`config.mk`:
```
export PLATFORM = sky130hd
export DESIGN_NAME = multicycle_control_fsm
export DESIGN_NICKNAME = d
export VERILOG_FILES = /design/src/rtl/multicycle_control_fsm.sv
export SDC_FILE = /design/constraint.sdc
export NUM_CORES = 1
export LEC_CHECK = 0
export ABC_AREA = 1
export CAP_MARGIN = 20
export CORE_MARGIN = 1
export CORE_UTILIZATION = 49
export CTS_CLUSTER_DIAMETER = 80
export DETAILED_ROUTE_END_ITERATION = 6
export GPL_TIMING_DRIVEN = 0
export PLACE_DENSITY = 0.82
export SLEW_MARGIN = 15
export SYNTH_ARGS = -nofsm -noshare
export SYNTH_HDL_FRONTEND = slang
export SYNTH_SLANG_ARGS = --single-unit
```
`constraint.sdc`:
```
create_clock -name clk -period 2.7 [get_ports clk]
set_clock_uncertainty 0.2 [all_clocks]
set_input_delay 0.405 -clock clk [delete_from_list [all_inputs] [get_ports clk]]
set_output_delay 0.405 -clock clk [all_outputs]
set_load 0.01 [all_outputs]
```
`src/rtl/multicycle_control_fsm.sv`:
```
// Multicycle RV64 control sequencer: per-state datapath enables and selects,
// memory-ready stalls, saturating retired-instruction counter and halt flag.
module multicycle_control_fsm #(
  parameter int CNT_W = 32
) (
  input  logic             clk,
  input  logic             reset,
  input  logic [6:0]       opcode,
  input  logic             zero,
  input  logic             mem_ready,
  output logic             pc_en,
  output logic             pc_src,
  output logic             iord,
  output logic             mem_read,
  output logic             mem_write,
  output logic             ir_write,
  output logic             reg_write,
  output logic [1:0]       mem_to_reg,
  output logic [1:0]       alu_src_a,
  output logic [1:0]       alu_src_b,
  output logic [1:0]       alu_op,
  output logic [3:0]       state,
  output logic [CNT_W-1:0] retired,
  output logic             halted
);

  // state    | meaning
  // FETCH    | read instruction at PC, PC <= PC+4 when memory is ready
  // DECODE   | branch/jump target into ALUOut, dispatch on opcode
  // MEM_ADDR | effective address rs1 + imm
  // MEM_RD   | load read, stalls on mem_ready
  // MEM_WB   | MDR into register file
  // MEM_WR   | store write, stalls on mem_ready
  // EXEC_R   | rs1 op rs2
  // EXEC_I   | rs1 op imm
  // ALU_WB   | ALUOut into register file
  // BRANCH   | compare, PC <= target when equal
  // JAL      | link PC into rd, PC <= target
  // HALT     | illegal opcode, absorbing until reset

  localparam logic [3:0] S_FETCH    = 4'd0;
  localparam logic [3:0] S_DECODE   = 4'd1;
  localparam logic [3:0] S_MEM_ADDR = 4'd2;
  localparam logic [3:0] S_MEM_RD   = 4'd3;
  localparam logic [3:0] S_MEM_WB   = 4'd4;
  localparam logic [3:0] S_MEM_WR   = 4'd5;
  localparam logic [3:0] S_EXEC_R   = 4'd6;
  localparam logic [3:0] S_EXEC_I   = 4'd7;
  localparam logic [3:0] S_ALU_WB   = 4'd8;
  localparam logic [3:0] S_BRANCH   = 4'd9;
  localparam logic [3:0] S_JAL      = 4'd10;
  localparam logic [3:0] S_HALT     = 4'd11;

  localparam logic [6:0] OP_R      = 7'b0110011;
  localparam logic [6:0] OP_I      = 7'b0010011;
  localparam logic [6:0] OP_LOAD   = 7'b0000011;
  localparam logic [6:0] OP_STORE  = 7'b0100011;
  localparam logic [6:0] OP_BRANCH = 7'b1100011;
  localparam logic [6:0] OP_JAL    = 7'b1101111;

  logic [3:0]       state_q, state_d;
  logic [CNT_W-1:0] retired_q, retired_d;
  logic             retire;

  always_comb begin
    state_d = state_q;
    retire  = 1'b0;
    case (state_q)
      S_FETCH:    if (mem_ready) state_d = S_DECODE;
      S_DECODE: begin
        case (opcode)
          OP_R:               state_d = S_EXEC_R;
          OP_I:               state_d = S_EXEC_I;
          OP_LOAD, OP_STORE:  state_d = S_MEM_ADDR;
          OP_BRANCH:          state_d = S_BRANCH;
          OP_JAL:             state_d = S_JAL;
          default:            state_d = S_HALT;
        endcase
      end
      // opcode is held stable by the datapath, so it still selects load vs store here
      S_MEM_ADDR: begin
        if (opcode == OP_LOAD)       state_d = S_MEM_RD;
        else if (opcode == OP_STORE) state_d = S_MEM_WR;
        else                         state_d = S_HALT;
      end
      S_MEM_RD:   if (mem_ready) state_d = S_MEM_WB;
      S_MEM_WR: begin
        if (mem_ready) begin
          state_d = S_FETCH;
          retire  = 1'b1;
        end
      end
      S_EXEC_R, S_EXEC_I: state_d = S_ALU_WB;
      S_MEM_WB, S_ALU_WB, S_BRANCH, S_JAL: begin
        state_d = S_FETCH;
        retire  = 1'b1;
      end
      S_HALT:   state_d = S_HALT;
      default:  state_d = S_FETCH;
    endcase
  end

  assign retired_d = (retire && (retired_q != {CNT_W{1'b1}})) ? retired_q + CNT_W'(1) : retired_q;

  always_ff @(posedge clk or negedge reset) begin
    if (!reset) begin
      state_q   <= S_FETCH;
      retired_q <= '0;
    end else begin
      state_q   <= state_d;
      retired_q <= retired_d;
    end
  end

  always_comb begin
    pc_en      = 1'b0;
    pc_src     = 1'b0;
    iord       = 1'b0;
    mem_read   = 1'b0;
    mem_write  = 1'b0;
    ir_write   = 1'b0;
    reg_write  = 1'b0;
    mem_to_reg = 2'b00;
    alu_src_a  = 2'b00;
    alu_src_b  = 2'b00;
    alu_op     = 2'b00;
    case (state_q)
      S_FETCH: begin
        mem_read  = 1'b1;
        alu_src_b = 2'b01;
        ir_write  = mem_ready;
        pc_en     = mem_ready;
      end
      S_DECODE: begin
        alu_src_a = 2'b10;
        alu_src_b = 2'b10;
      end
      S_MEM_ADDR, S_EXEC_I: begin
        alu_src_a = 2'b01;
        alu_src_b = 2'b10;
        alu_op    = (state_q == S_EXEC_I) ? 2'b10 : 2'b00;
      end
      S_MEM_RD: begin
        mem_read = 1'b1;
        iord     = 1'b1;
      end
      S_MEM_WB: begin
        reg_write  = 1'b1;
        mem_to_reg = 2'b01;
      end
      S_MEM_WR: begin
        mem_write = 1'b1;
        iord      = 1'b1;
      end
      S_EXEC_R: begin
        alu_src_a = 2'b01;
        alu_op    = 2'b10;
      end
      S_ALU_WB: reg_write = 1'b1;
      S_BRANCH: begin
        alu_src_a = 2'b01;
        alu_op    = 2'b01;
        pc_src    = 1'b1;
        pc_en     = zero;
      end
      // link (PC already +4) and jump target share one edge
      S_JAL: begin
        reg_write  = 1'b1;
        mem_to_reg = 2'b10;
        pc_src     = 1'b1;
        pc_en      = 1'b1;
      end
      default: ;
    endcase
    if (!reset) begin
      pc_en      = 1'b0;
      pc_src     = 1'b0;
      iord       = 1'b0;
      mem_read   = 1'b0;
      mem_write  = 1'b0;
      ir_write   = 1'b0;
      reg_write  = 1'b0;
      mem_to_reg = 2'b00;
      alu_src_a  = 2'b00;
      alu_src_b  = 2'b00;
      alu_op     = 2'b00;
    end
  end

  assign state   = state_q;
  assign retired = retired_q;
  assign halted  = (state_q == S_HALT);

endmodule

```
Word level (Yosys, flattened, before mapping):

Cells that the tools add are included.

* add/subtract/negate cells: 1
* equality and inequality tests: 21
* multiplexer cells: 32
* reduce and logical (&&, ||, !) cells: 13

Operators by type and width (count)
* $add 32x1->32 const B: 1
* $ne 32x32->1 const B: 1
* $pmux 4 s7: 1
* $mux 4: 5
* $pmux 4 s5: 1
* $eq 4x3->1 const B: 4
* $eq 4x4->1 const B: 4
* $eq 7x6->1 const B: 2
* $eq 7x7->1 const B: 2
* $mux 1: 14
* $pmux 2 s2: 3
* $reduce_or 2->1: 6
* $mux 2: 5
* $eq 4x2->1 const B: 2
* $reduce_or 4->1: 2
* $eq 7x2->1 const B: 1
* $eq 7x5->1 const B: 1
* $ne 2x2->1 const B: 3
* $pmux 2 s3: 1
* $reduce_or 3->1: 2
* $eq 4x1->1 const B: 1
* $logic_not 4->1: 1
* $pmux 1 s3: 1
* $reduce_and 3->1: 1
* other kinds (2): 2

* bits in registers: 36
* output and inout bits: 52
* word-level logic and storage cells: 69

Depth between registers and ports, before layout:

* depth after elaboration: 4
* gate-level depth with buffers: 12
* depth with buffers taken out: 10

Worst setup path before layout:

Ideal clock, no wire load.

* path kind: register -> register
* start point: reg retired_q[0] (netlist: retired[0])
* end point: reg retired_q[31] (netlist: retired[31])
* setup time: 0.116 ns
* arrival: 1.676 ns
* data required time: 2.384 ns
* path slack: 0.708 ns
* stages on the path, launching flop included: 13
* buffers on the path: 2
* period minus slack after synthesis: 1.992 ns
* path through: dfrtp_1 -> ha_1 -> inv_2 -> nor2_4 -> nand2_2 -> nor2_4 -> nand2_2 -> nand2_4 -> inv_2 -> buf_6 -> buf_6 -> nand2_1 -> nand2_1

* longest elaborated chain between the ends: 2

Ends and longest elaborated chain
* from (decl): line 62 `logic [CNT_W-1:0] retired_q, retired_d;`
* from (signal assigned): line 111 `retired_q <= retired_d;`
* branches (longest 2 deep; another with $add 32x1->32)

Several ways; the timed one is not identified.
A chain may end at the register's enable or synchronous reset.

Worst setup path after layout:

* start point: reg state_q[1] (netlist: state[1])
* end point: out alu_src_b[1]

* longest elaborated chain between the ends: 4

Ends and longest elaborated chain
* from (decl): line 61 `logic [3:0] state_q, state_d;`
* from (signal assigned): line 110 `state_q <= state_d;`
* $eq 4x3->1, or another cell as far along: line 127 `case (state_q)`
* $reduce_or 3->1 (no source line)
* $pmux 2 s2 *: line 127
* $mux 2 *: line 175 `if (!reset) begin`
* to (decl): line 20 `output logic [1:0] alu_src_b,`

Mark *: on every way between the ends. The rest lies on a longest branch, timed or not.

==> results_dict.tcl <==
set metrics [dict create \
    critical_path_arrival_ns 2.02 \
    most_used_flip_flop_cell_after_synthesis "sky130_fd_sc_hd__dfrtp_1" \
    clock_sinks 36 \
    global_route.usage.total_pct 27.2 \
    post-synth-top-area-cell "sky130_fd_sc_hd__dfrtp_1" \
    crit_type "reg -> out" \
    worst_skew_pair.late_latency_ns 0.30 \
    floorplan.die.height_um 75.5 \
    post-dp-hpwl_um 5830 \
    run_status "finished clean" \
    insertedDiodeCount 0 \
    final_weighted_congestion_of_routability_driven_global_placement 0.952 \
    route.detailed.drc 0 \
    final_layout_size_suffix_gt1_share_pct 6.51 \
    syn_inst 448 \
    r2r.worst_path.cells 12 \
    post-route-worst-setup-slack_ns 0.0770 \
    route.final.wire_length_um 7360 \
    initial_antenna_violation_count 0 \
    timing.reg2reg.setup_slack_ns 0.48 \
    detail-route-antenna-nets 0 \
    max_slew_margin_pct 54.7 \
    worstHoldPathCells 2 \
    synth-edff-count 0 \
    number_of_global_route_vias_before_repair 2665 \
    cts_made_buffers 5 \
    grt.overflow.total 0 \
    first_pass_grt_wire_length_um 11700 \
    placed_cells 581 \
    core_area_mm2 0.00517 \
    clock_pin_slew_on_the_worst_setup_and_hold_paths_ns 0.08 \
    rows 26 \
    reg2reg_to "retired[3]" \
    regToRegStartpoint "retired[0]" \
    routed_wire_length_per_instance_um 12.4 \
    initial_core_util_pct 51.2 \
    seqCellArea_um2 902 \
    fin_crit_sh_pct 97.1 \
    netlist_top_cells_count "sky130_fd_sc_hd__nand2_1, sky130_fd_sc_hd__nor2_1, sky130_fd_sc_hd__inv_1" \
    report.final.hold_viol_count 0 \
    place_worst_setup_slack_ns 0.0570 \
    dr.first_iter.drc_count 226 \
    netlist_top_cells_area "sky130_fd_sc_hd__dfrtp_1, sky130_fd_sc_hd__nand2_1, sky130_fd_sc_hd__nor2_1, sky130_fd_sc_hd__inv_1, sky130_fd_sc_hd__nand3_1" \
    final_slew_viol_count 0 \
    num-nets-final 533 \
    total_number_of_vias 3024 \
    ys_warn_count 0 \
    ys_async_sr_fraction_pct 100 \
    end_kind "output port" \
    detail_route.first_pass.iterations 5 \
    holdWs_ns 0.371 \
    post_drt_via_cell_ratio 5.11 \
    end_point_of_the_critical_path "alu_src_b[1]" \
    multi_input_comb_area_mm2 0.00155 \
    grt_start_max_net_pins 22 \
    worst_ep_required_time_ns 2.10 \
    tritoncts "built" \
    synth.yosys.seq_area_share_pct 34.0 \
    power.static_leakage_nw 1.63 \
    avg_cell_area_syn_um2 5.92 \
    die_width_um 75.5 \
    worstMarginPinSlew_ns 0.677 \
    die-area_mm2 0.00571 \
    vdd_ir_drop_max_v 0.000506 \
    post-synth-top-area-fraction_pct 34.0 \
    final.min_clock_period_ns 2.62 \
    layoutNonFillerInstCount 592 \
    cp-start-kind "flip-flop" \
    power_per_cell_area_mw_per_mm2 663 \
    yosys.cell_count.top_type "sky130_fd_sc_hd__nand2_1" \
    nFillCells 467 \
    setup_viol 0 \
    floorplan.io_pins 63 \
    fmax_ghz 0.381 \
    area_delta_synth_final_pct 33.5 \
    synth_cell_type_count 23 \
    hp-class "reg -> reg" \
    cts_h_tree_lvls 2 \
    startpoint "state[1]" \
    synthesis.nets 460 \
    placement.io_buffers 62 \
    ctsLongestPathBuffers 2 \
    critPathMaxFanout 6 \
    clockRootBuffer "sky130_fd_sc_hd__clkbuf_8" \
    syn-cell-area_mm2 0.00265 \
    drv.max_cap_violation_count 0 \
    yosys_register_bits 36 \
]
repair_timing:
| item | CTS | global route |
|---|---|---|
| setup endpoints to repair | 0 | 3 |
| buffers inserted | 0 | 0 |
| resized for setup | 0 | 5 |
| endpoints found under the hold margin | 15 | 0 |
| hold buffers | 2 | 0 |
routing by layer:
metal  GRT usage, %  vias to the layer above  wire length, µm
met2           47.3                      104             3700
met3           3.70                       12              407
li1               -                     1510                -
met5              0                        -                0
met4           9.26                        0              125
met1           34.7                     1398             3120
placed cells by master (no fill, tap or decap), types with 4 or more instances in the layout:
master	netlist	final
sky130_fd_sc_hd__a21oi_1	4	4
sky130_fd_sc_hd__buf_2	4	5
sky130_fd_sc_hd__clkbuf_8	0	5
sky130_fd_sc_hd__clkdlybuf4s50_1	0	61
sky130_fd_sc_hd__dfrtp_1	36	35
sky130_fd_sc_hd__inv_1	38	38
sky130_fd_sc_hd__inv_2	5	5
sky130_fd_sc_hd__nand2_1	218	218
sky130_fd_sc_hd__nand3_1	28	28
sky130_fd_sc_hd__nor2_1	74	70
sky130_fd_sc_hd__nor2_2	0	4
sky130_fd_sc_hd__nor3_1	4	4
sky130_fd_sc_hd__o21ai_0	6	6
sky130_fd_sc_hd__xnor2_1	7	7
sky130_fd_sc_hd__xor2_1	7	7
layout make-up:
| cell class | instances | share of cell area [%] |
|---|---|---|
| inverter | 43 | 4.56 |
| timing repair buffer | 66 | 19.2 |
| tap | 70 | 2.48 |
| clock inverter | 3 | 1.20 |
| multi-input combinational | 362 | 43.8 |
| buffer | 7 | 1.31 |
| sequential | 36 | 25.5 |
| clock buffer | 5 | 1.94 |
worst max-delay path, cell delays in order (launching register included):
cell and delay (ns):
sky130_fd_sc_hd__dfrtp_2 0.45, sky130_fd_sc_hd__inv_2 0.12, sky130_fd_sc_hd__nand2_1 0.14, sky130_fd_sc_hd__nor2_2 0.26, sky130_fd_sc_hd__o21ai_0 0.16, sky130_fd_sc_hd__inv_1 0.07
sky130_fd_sc_hd__clkdlybuf4s50_1 0.52
state kept, by name, indices dropped and copies added, names as in the netlist:
signal and count:
retired 32, state 4
cell families after synthesis:
logic type / synth area share, %
flip-flops: 34.0
XOR/XNOR: 4.63
buffers and inverters: 7.84
adder cells (fa/ha/maj): 0.472
AO/OA/AOI/OAI: 2.60
AND/OR/NAND/NOR: 50.5
worst min path at each step:
stage                           start          end  slack [ns]
after floorplan                 reset   retired[0]       -0.09
after global placement     retired[1]   retired[1]        0.34
after detailed placement        reset   retired[3]        0.16
after CTS                  retired[1]   retired[1]        0.38
after global routing      retired[30]  retired[30]        0.41
final                      retired[1]   retired[1]        0.37
per-stage QoR:
stage	power [mW]	util (%)	instance area [µm²]	setup TNS [ns]
4_1_cts	2.32	67.9	3510	0
3_5_place_dp	1.84	65.4	3380	0
5_1_grt	2.51	68.4	3540	-0.00770
6_report	2.35	68.4	3540	0
2_1_floorplan	1.38	-	2650	0
3_3_place_gp	1.82	64.9	3360	-18.53
power breakdown:
group | total, mW | switching [mW] | internal, mW
clock | 0.484 | 0.211 | 0.273
sequential | 0.705 | 0.103 | 0.602
combinational | 1.16 | 0.694 | 0.463
total | 2.35 | 1.01 | 1.34
(Power assumes the default switching activity.)
